--- config.mk ---
export PLATFORM = sky130hd
export DESIGN_NAME = link_tx_arbiter
export DESIGN_NICKNAME = d
export VERILOG_FILES = /design/src/rtl/link_arb_types_pkg.sv /design/src/rtl/types_pkg.sv /design/src/rtl/rr_priority_picker.sv /design/src/rtl/link_tx_arbiter.sv
export SDC_FILE = /design/constraint.sdc
export NUM_CORES = 1
export LEC_CHECK = 0
export BUFFER_PORTS_ARGS = -buffer_cell sky130_fd_sc_hd__buf_2
export CORE_ASPECT_RATIO = 1.2
export CORE_MARGIN = 3
export CORE_UTILIZATION = 42
export DETAILED_ROUTE_END_ITERATION = 7
export HOLD_SLACK_MARGIN = 0.08
export PLACE_DENSITY_LB_ADDON = 0.2
export SLEW_MARGIN = 15
export SYNTH_ARGS = -nofsm -noshare
export SYNTH_HDL_FRONTEND = slang
export SYNTH_SLANG_ARGS = --single-unit
--- constraint.sdc ---
create_clock -name nocclk -period 3 [get_ports nocclk]
set_input_delay 0.15 -clock nocclk [delete_from_list [all_inputs] [get_ports nocclk]]
set_output_delay 0.15 -clock nocclk [all_outputs]
set_load 0.01 [all_outputs]
--- src/rtl/link_arb_types_pkg.sv ---
// Arbiter state encoding and requester-index helpers for link_tx_arbiter.
package link_arb_types;
    typedef enum logic {IDLE, LOCKED} arb_state_t;

    // Keeps a one-bit index legal when there is only one requester.
    function automatic int idx_width(input int n);
        return (n > 1) ? $clog2(n) : 1;
    endfunction

    localparam int NUM_REQUESTERS_DEFAULT = 3;
    typedef logic [idx_width(NUM_REQUESTERS_DEFAULT)-1:0] req_idx_t;
endpackage

--- src/rtl/types_pkg.sv ---
// Shared link-layer types used across the NoC.
package types;
    typedef logic [31:0] flit_t;
endpackage

--- src/rtl/rr_priority_picker.sv ---
// Combinational round-robin picker with an optional strict-priority override for index 0.
module rr_priority_picker
    import link_arb_types::*;
#(
    parameter int NUM_REQUESTERS = 3,
    localparam int IDX_W = idx_width(NUM_REQUESTERS)
) (
    input  logic [NUM_REQUESTERS-1:0] valid,
    input  logic [IDX_W-1:0]          rr_ptr,
    input  logic                      strict_prio0,
    output logic [IDX_W-1:0]          grant,
    output logic                      found
);

    logic [IDX_W-1:0] cand;

    // NOTE: every output gets a default before any branch so no latch is inferred.
    always_comb begin
        grant = '0;
        found = 1'b0;
        cand  = '0;
        if (strict_prio0 && valid[0]) begin
            found = 1'b1;
        end else begin
            // Scan starts one past the last winner so it becomes lowest priority.
            for (int k = 1; k <= NUM_REQUESTERS; k++) begin
                cand = IDX_W'((int'(rr_ptr) + k) % NUM_REQUESTERS);
                if (!found && valid[cand]) begin
                    found = 1'b1;
                    grant = cand;
                end
            end
        end
    end

endmodule

--- src/rtl/link_tx_arbiter.sv ---
// Packet-atomic round-robin arbiter feeding the outbound link through a one-entry register.
// Optional stall watchdog enabled by defining LINK_ARB_WATCHDOG_EN.
module link_tx_arbiter
    import link_arb_types::*;
#(
    parameter int NUM_REQUESTERS   = 3,
    parameter int REQ0_STRICT_PRIO = 1,
    parameter int MAX_STALL_CYCLES = 64
) (
    input  logic                                 nocclk,
    input  logic                                 rst_n,
    input  types::flit_t [NUM_REQUESTERS-1:0]    req_flit,
    input  logic [NUM_REQUESTERS-1:0]            req_last,
    input  logic [NUM_REQUESTERS-1:0]            req_valid,
    output logic [NUM_REQUESTERS-1:0]            req_ready,
    output types::flit_t                         out_flit,
    output logic                                 out_last,
    output logic [idx_width(NUM_REQUESTERS)-1:0] out_src,
    output logic                                 out_valid,
    input  logic                                 out_ready,
    output logic                                 busy,
    output logic                                 stall_abort
);

    localparam int IDX_W = idx_width(NUM_REQUESTERS);
    typedef logic [IDX_W-1:0] idx_t;

    arb_state_t state_q, state_d;
    idx_t       rr_ptr_q, rr_ptr_d, held_q, held_d;
    idx_t       pick_grant, grant;
    logic       pick_found, grant_found;
    logic       load_en, accept, abort;

    assign load_en = !out_valid || out_ready;

    rr_priority_picker #(.NUM_REQUESTERS(NUM_REQUESTERS)) u_picker (
        .valid        (req_valid),
        .rr_ptr       (rr_ptr_q),
        .strict_prio0 (REQ0_STRICT_PRIO != 0),
        .grant        (pick_grant),
        .found        (pick_found)
    );

    // A locked packet owns the link until its tail, even through bubbles.
    always_comb begin
        grant       = pick_grant;
        grant_found = pick_found;
        if (state_q == LOCKED) begin
            grant       = held_q;
            grant_found = 1'b1;
        end
    end

    assign accept = load_en && grant_found && req_valid[grant];

    always_comb begin
        req_ready = '0;
        if (rst_n && load_en && grant_found) req_ready[grant] = 1'b1;
    end

`ifdef LINK_ARB_WATCHDOG_EN
    localparam int STALL_W = $clog2(MAX_STALL_CYCLES + 1);
    logic [STALL_W-1:0] stall_cnt;
    logic               stalled;

    assign stalled = (state_q == LOCKED) && !req_valid[held_q];
    assign abort   = stalled && (stall_cnt == STALL_W'(MAX_STALL_CYCLES - 1));

    always_ff @(posedge nocclk or negedge rst_n) begin
        if (!rst_n)                                         stall_cnt <= '0;
        else if ((state_q != LOCKED) || accept || abort)    stall_cnt <= '0;
        else if (stalled)                                   stall_cnt <= stall_cnt + 1'b1;
    end
`else
    logic unused_cfg;
    assign unused_cfg = (MAX_STALL_CYCLES == 0);
    assign abort      = 1'b0;
`endif

    assign stall_abort = abort;
    assign busy        = (state_q == LOCKED);

    always_comb begin
        state_d  = state_q;
        rr_ptr_d = rr_ptr_q;
        held_d   = held_q;
        case (state_q)
            IDLE: begin
                if (accept) begin
                    rr_ptr_d = grant;
                    if (!req_last[grant]) begin
                        state_d = LOCKED;
                        held_d  = grant;
                    end
                end
            end
            LOCKED: begin
                if (accept && req_last[held_q]) begin
                    state_d = IDLE;
                end else if (abort) begin
                    // Truncated packet is abandoned; its source yields to the others.
                    state_d  = IDLE;
                    rr_ptr_d = held_q;
                end
            end
            default: state_d = IDLE;
        endcase
    end

    // NOTE: sequential state uses non-blocking assignments so all registers update together.
    always_ff @(posedge nocclk or negedge rst_n) begin
        if (!rst_n) begin
            state_q  <= IDLE;
            rr_ptr_q <= '0;
            held_q   <= '0;
        end else begin
            state_q  <= state_d;
            rr_ptr_q <= rr_ptr_d;
            held_q   <= held_d;
        end
    end

    always_ff @(posedge nocclk or negedge rst_n) begin
        if (!rst_n) begin
            out_valid <= 1'b0;
            out_flit  <= '0;
            out_last  <= 1'b0;
            out_src   <= '0;
        end else if (load_en) begin
            out_valid <= accept;
            if (accept) begin
                out_flit <= req_flit[grant];
                out_last <= req_last[grant];
                out_src  <= grant;
            end
        end
    end

endmodule

## Yosys cells after proc, flatten, opt, wreduce, memory -nomap -nowiden

Index checks and enable logic that the tools add are counted.
W data, S select, Z words.

| word-level totals | value |
|---|---|
| flip-flop bits (word level) | 41 |
| input port bits | 105 |

| operators by class | value |
|---|---|
| add/subtract/negate cells | 3 |
| divide/modulo/power cells | 3 |
| order comparisons | 6 |
| equality and inequality tests | 1 |
| multiplexer cells | 35 |
| bitwise operators | 2 |
| reductions and logical operators | 15 |

Operators with widths:

| kind | count |
|---|---|
| $mod A32 B3 Y32 const B | 3 |
| $bmux W32 S2 | 1 |
| $mux W32 | 1 |
| $mux W1 | 17 |
| $lt A2 B3 Y1 const B | 5 |
| $mux W2 | 7 |
| $bmux W1 S2 | 6 |
| $logic_and A1 B1 Y1 | 8 |
| $add A2 B2 Y3 const B | 2 |
| $reduce_and A2 Y1 | 2 |
| $add A2 B1 Y3 const B | 1 |
| $logic_not A1 Y1 | 3 |
| $mux W3 | 1 |
| $reduce_and A3 Y1 | 1 |
| $demux W1 S2 | 1 |
| $ge A2 B1 Y1 const B | 1 |
| $ne A2 B2 Y1 const B | 1 |
| $not A1 Y1 | 2 |
| $pmux W1 S2 | 1 |
| $logic_or A1 B1 Y1 | 1 |

## Depth between registers and ports, before layout

| depth | value |
|---|---|
| depth after elaboration | 21 |
| depth in mapped cells | 10 |
| mapped depth without buffers | 8 |

## Hierarchy

A second synthesis with hierarchy kept.

| unflattened totals | value |
|---|---|
| cell total of the unflattened synthesis | 250 |
| area, all modules | 2693.8 µm² |

By module, submodules not included:

| module | times used | cells each | area each (µm²) | sequential area each (µm²) |
|---|---|---|---|---|
| link_tx_arbiter | 1 | 221 | 2469.9 | 1026.0 |
| rr_priority_picker | 1 | 29 | 224.0 | 0.0 |

## Worst setup path before layout

Ideal clock, no wire load.

| path | value |
|---|---|
| path type | flip-flop to flip-flop |
| start point | register rr_ptr_q[0] |
| end point | register held_q[1] |
| setup time | 0.137 ns |
| arrival time | 2.239 ns |
| setup slack | 0.624 ns |
| cell stages (with the launch flop) | 9 |
| buffers on the path | 0 |
| period minus slack after synthesis | 2.376 ns |
| cells stage by stage | dfrtp_1 inv_1 ha_1 or3_4 o211ai_4 o22ai_4 a222oi_1 or3b_1 mux2i_1 |

| on the way | value |
|---|---|
| word-level cells in the longest chain between the ends | 19 |
| elaborated cells between the ends (all ways) | 36 |

Ends and longest elaborated chain:

| item | line | RTL |
|---|---|---|
| from (decl) | link_tx_arbiter.sv:29 | `idx_t rr_ptr_q, rr_ptr_d, held_q, held_d;` |
| from (signal assigned) | link_tx_arbiter.sv:118 | `rr_ptr_q <= rr_ptr_d;` |
| $add A2 B1 Y3 | rr_priority_picker.sv:27 | `cand = IDX_W'((int'(rr_ptr) + k) % NUM_REQUESTERS);` |
| $mod A32 B3 Y32 | rr_priority_picker.sv:27 |  |
| $bmux W1 S2 | rr_priority_picker.sv:28 | `if (!found && valid[cand]) begin` |
| $mux W1 (not written as such) | rr_priority_picker.sv:28 |  |
| $mux W1 | rr_priority_picker.sv:28 |  |
| $mux W1 | rr_priority_picker.sv:22 | `if (strict_prio0 && valid[0]) begin` |
| $logic_not A1 Y1 | rr_priority_picker.sv:28 |  |
| $logic_and A1 B1 Y1 | rr_priority_picker.sv:28 |  |
| (+3 left out) | n/a |  |
| $logic_and A1 B1 Y1 | rr_priority_picker.sv:28 |  |
| $mux W2 | rr_priority_picker.sv:28 |  |
| $mux W2 | rr_priority_picker.sv:22 |  |
| $mux W2 | link_tx_arbiter.sv:48 | `if (state_q == LOCKED) begin` |
| $bmux W1 S2, on equally long branches | link_tx_arbiter.sv:54, link_tx_arbiter.sv:91 |  |
| $mux W1, on equally long branches | link_tx_arbiter.sv:54, link_tx_arbiter.sv:91 |  |
| $logic_and A1 B1 Y1 / $not A1 Y1 (equally long branches) | n/a |  |
| $reduce_and A3 Y1 (no source line) | n/a |  |
| to (signal assigned) | link_tx_arbiter.sv:119 | `held_q <= held_d;` |
| to (decl) | link_tx_arbiter.sv:29 |  |

Several ways; a longest one is shown, not always the timed one. The select of a mux whose other input is x is not followed.
A chain may end at the register's enable or synchronous reset.

## Worst setup path after layout

| path | value |
|---|---|
| start point | register rr_ptr_q[0] |
| end point | output port req_ready[2] |

| on the way | value |
|---|---|
| word-level cells in the longest chain between the ends | 20 |
| elaborated cells between the ends (all ways) | 35 |

Ends and longest elaborated chain:

| item | line | RTL |
|---|---|---|
| $add A2 B1 Y3 | rr_priority_picker.sv:27 |  |
| $mod A32 B3 Y32 | rr_priority_picker.sv:27 |  |
| $bmux W1 S2 | rr_priority_picker.sv:28 |  |
| $mux W1 (not written as such) | rr_priority_picker.sv:28 |  |
| $mux W1 | rr_priority_picker.sv:28 |  |
| $mux W1 | rr_priority_picker.sv:22 |  |
| $logic_not A1 Y1 | rr_priority_picker.sv:28 |  |
| $logic_and A1 B1 Y1 | rr_priority_picker.sv:28 |  |
| (+4 left out) | n/a |  |
| $mux W2 | rr_priority_picker.sv:28 |  |
| $mux W2 | rr_priority_picker.sv:22 |  |
| $mux W2 | link_tx_arbiter.sv:48 |  |
| $lt A2 B3 Y1 (not written as such) / $ge A2 B1 Y1 (equally long branches) | link_tx_arbiter.sv:58 | `if (rst_n && load_en && grant_found) req_ready[grant] = 1'b1;` |
| $logic_and A1 B1 Y1 (not written as such) | link_tx_arbiter.sv:58 |  |
| $mux W1 (not written as such) | link_tx_arbiter.sv:58 |  |
| $demux W1 S2 | link_tx_arbiter.sv:58 |  |
| $mux W3 (*) | link_tx_arbiter.sv:58 |  |
| to (decl) | link_tx_arbiter.sv:15 | `output logic [NUM_REQUESTERS-1:0] req_ready,` |

Every way passes the cells marked *; elsewhere a longest branch is shown, timed or not. The select of a mux whose other input is x is not followed.

==> results.md <==
- Period Utilization, post-route: 0.855
- Global route overflow: 0
- Post-synth EDFFs: 0
- Layout cells sized above 1: 0.464
- Post-synthesis mux area share: 0.0291
- Critical path class: flop to primary output
- CTS Buf Count: 5
- Area share of the leading cell type in the synthesized netlist: 0.477
- Antenna-violating nets left: 0
- CTS Sinks: 41
- Syn nets: 326
- Via Count: 2346
- Setup TNS: 0 ns
- Inserted Diodes: 0
- Commonest non-fill, non-tap cell in the layout: buf_2
- Skew final: ~0.0045 ns
- Final setup violation count: 0
- Critical Path AT: 2.41 ns
- Req. time, crit path: 2.85 ns
- RSZ-0062 raised after global routing: false
- Yosys reg bits: 41
- Synth Area in XOR/XNOR: 0
- CP max FO: 33
- Initial detailed-routing violation count: around 190
- Clock root buffer: clkbuf_8
- Post-Syn Instances: between 200 and 250
- YS warnings: 0
- Mapped Area: 2150 um2
- Area Growth Syn to Fin: 41.9%
- Final setup margin: 0.436 ns
- Tot GR Track Use: 0.214
- Initial Util: 0.451
- Max-slew violations: 0
- Min-Delay Path Class: input pin to flop
- CP endpoint kind: primary output
- Distinct cell type count after synthesis: 39
- CTS tree: built
- Max Buffers Root-to-Sink: 2
- Post-synthesis sequential area ratio: 0.477
- Worst setup SP type: flop
- Inst Count DP: between 400 and 500
- Ports: 146
- Core Box Area: 4760 um2
- Area leader, netlist: dfrtp_1
- Ys async rst share: 1.00
- Number of global-route vias before repair: 2376
- Main flop type after synthesis: dfrtp_1
- Final Hold Vio Count: 0
- Global-route wire length before repair: 10400 um
- Slowest stage delay, CP: 0.37 ns
- Dpl hpwl: between 4000 and 5000 um
- PortBufs: 144
- DR vias/cell: 5.64
- Post-synthesis simple-gate area fraction: 0.112
- # nets final: 464
- Pre-CTS WS: about 0.48 ns
- Fin Hold WS: 0.128 ns
- Fmax: 0.390 GHz
- Pin count of the biggest net entering global routing: 62
- DRT Pass-1 Iters: 6
- Most frequent cells in the layout: buf_2 (144), dfrtp_1 (41), nand2_1 (37)
- Cell Chain, Critical Path: inv_1 -> ha_1 -> nand3_1 -> o2111ai_1 -> o22ai_2 -> buf_4 -> and3_1 -> buf_2
- Syn avg cell area: 9.82 um2
- Die H: around 84 um
- Row cnt: 27
- Outcome: finished clean
- Power Density: 1040 nW/um2
- Non-Filler Instances: 416
- GP Congestion: 0.770
- Initial antenna violation count: 0
- Leak: 1.54 nW
- Latest clock arrival within the worst-skew pair: 0.29 ns
- Wire per inst: 15.6 um
- Final worst path period need: 2.56 ns
- # DRC: 0
- Worst path slowest cell: dfrtp_1
- Total power: 3.16 mW
- H-tree levels: 2
- Main combinational cell family by area after synthesis: compound AO/OA/AOI/OAI gates
- Worst-path clk slew: approximately 0.08 ns
- R2R Setup Slk: 0.46 ns
- Top cells by area, synth: dfrtp_1 (48%), a222oi_1 (15%), nand2_1 (6.5%)
- Die W: 71.3 um
- Total Wirelength: around 6500 um
- Post-synthesis adder-cell area fraction: 0.0116
- Die ar.: 6020 um2
- Synth Area in Compound Gates: 0.314
- Max-cap violations: 0
- Max VDD drop: 0.529 mV
-- flip-flops by register name, indices dropped and copies added, names as in the netlist --
signal	count
busy	1
held_q	2
out_flit	32
out_last	1
out_src	2
out_valid	1
rr_ptr_q	2
-- what timing repair did --
item,CTS,global route
hold buffers,1,0
gates resized for setup,0,0
setup endpoints to repair,0,0
buffers inserted,0,0
endpoints found under the hold margin,41,0
-- stage by stage --
| stage | cell area (um2) | util |
|---|---|---|
| after floorplan | 2150 | - |
| after global placement | 2940 | 0.617 |
| after detailed placement | 2940 | 0.617 |
| after CTS | 3050 | 0.640 |
| after global routing | 3050 | 0.640 |
| final | 3050 | 0.640 |
-- synth_stat cells (all sizes together) (2+ instances only) --
master	instances
nor2b	2
ha	2
buf	9
clkbuf	13
o22ai	2
mux2	2
and3	3
a222oi	33
o21ai	37
nand2	37
nand2b	2
mux2i	4
inv	7
o31ai	2
a21oi	2
nand3	2
or3	3
dfrtp	41
-- cells by family after synthesis --
family	Yosys count
other	1
AO/OA/AOI/OAI	87
buffers and inverters	29
flip-flops	41
adder cells (fa/ha/maj)	2
multiplexers	6
AND/OR/NAND/NOR	53
-- metal layers --
| layer | GRT usage | vias up | routed length, um | part of all wire |
|---|---|---|---|---|
| met3 | 0.0539 | 17 | 525 | 0.081 |
| met2 | 0.373 | 117 | 3340 | 0.52 |
| met5 | 0 | - | 0 | 0 |
| met4 | 0.101 | 0 | 208 | 0.032 |
| li1 | - | 1129 | - | - |
| met1 | 0.240 | 1083 | 2410 | 0.37 |
-- final cells by class --
class	instances	area, um2
fillers	431	1710
clock inverters	1	5.00
multi-input cells	149	1020
inverters	7	26.3
repair buffers	153	803
clock buffers	7	96.3
flip-flops and latches	41	1030
well taps	58	72.6
-- worst paths after layout --
path / start / to / cells past startpoint
worst max-delay path: rr_ptr_q[0]$_DFFE_PN0P_ / req_ready[2] / 8
worst min register to register: out_flit[8]$_DFFE_PN0P_ / out_flit[8]$_DFFE_PN0P_ / 2
worst min-delay path: out_ready / out_valid$_DFFE_PN0N_ / 3
worst max register to register: rr_ptr_q[0]$_DFFE_PN0P_ / held_q[1]$_DFFE_PN0P_ / 8
min in group asynchronous: rst_n / out_flit[0]$_DFFE_PN0P_ / 2
max in group asynchronous: rst_n / out_flit[11]$_DFFE_PN0P_ / 3
-- worst max-delay path, delay by kind of cell, from the launching register on --
kind	cells	cell delay, ns
buffers and inverters	3	0.56
DFF	1	0.37
and+or+nand+nor	2	0.37
adders and majority gates	1	0.35
AOI/OAI and AO/OA	2	0.47
-- power breakdown --
| group | switching, mW | total (mW) | leakage [nW] | internal (mW) |
|---|---|---|---|---|
| Sequential | 0.149 | 0.969 | 0.512 | 0.820 |
| Clock | 0.182 | 0.390 | 0.0542 | 0.208 |
| Combinational | 1.04 | 1.80 | 0.974 | 0.760 |
No activity file was read; power rests on OpenSTA's default activity.
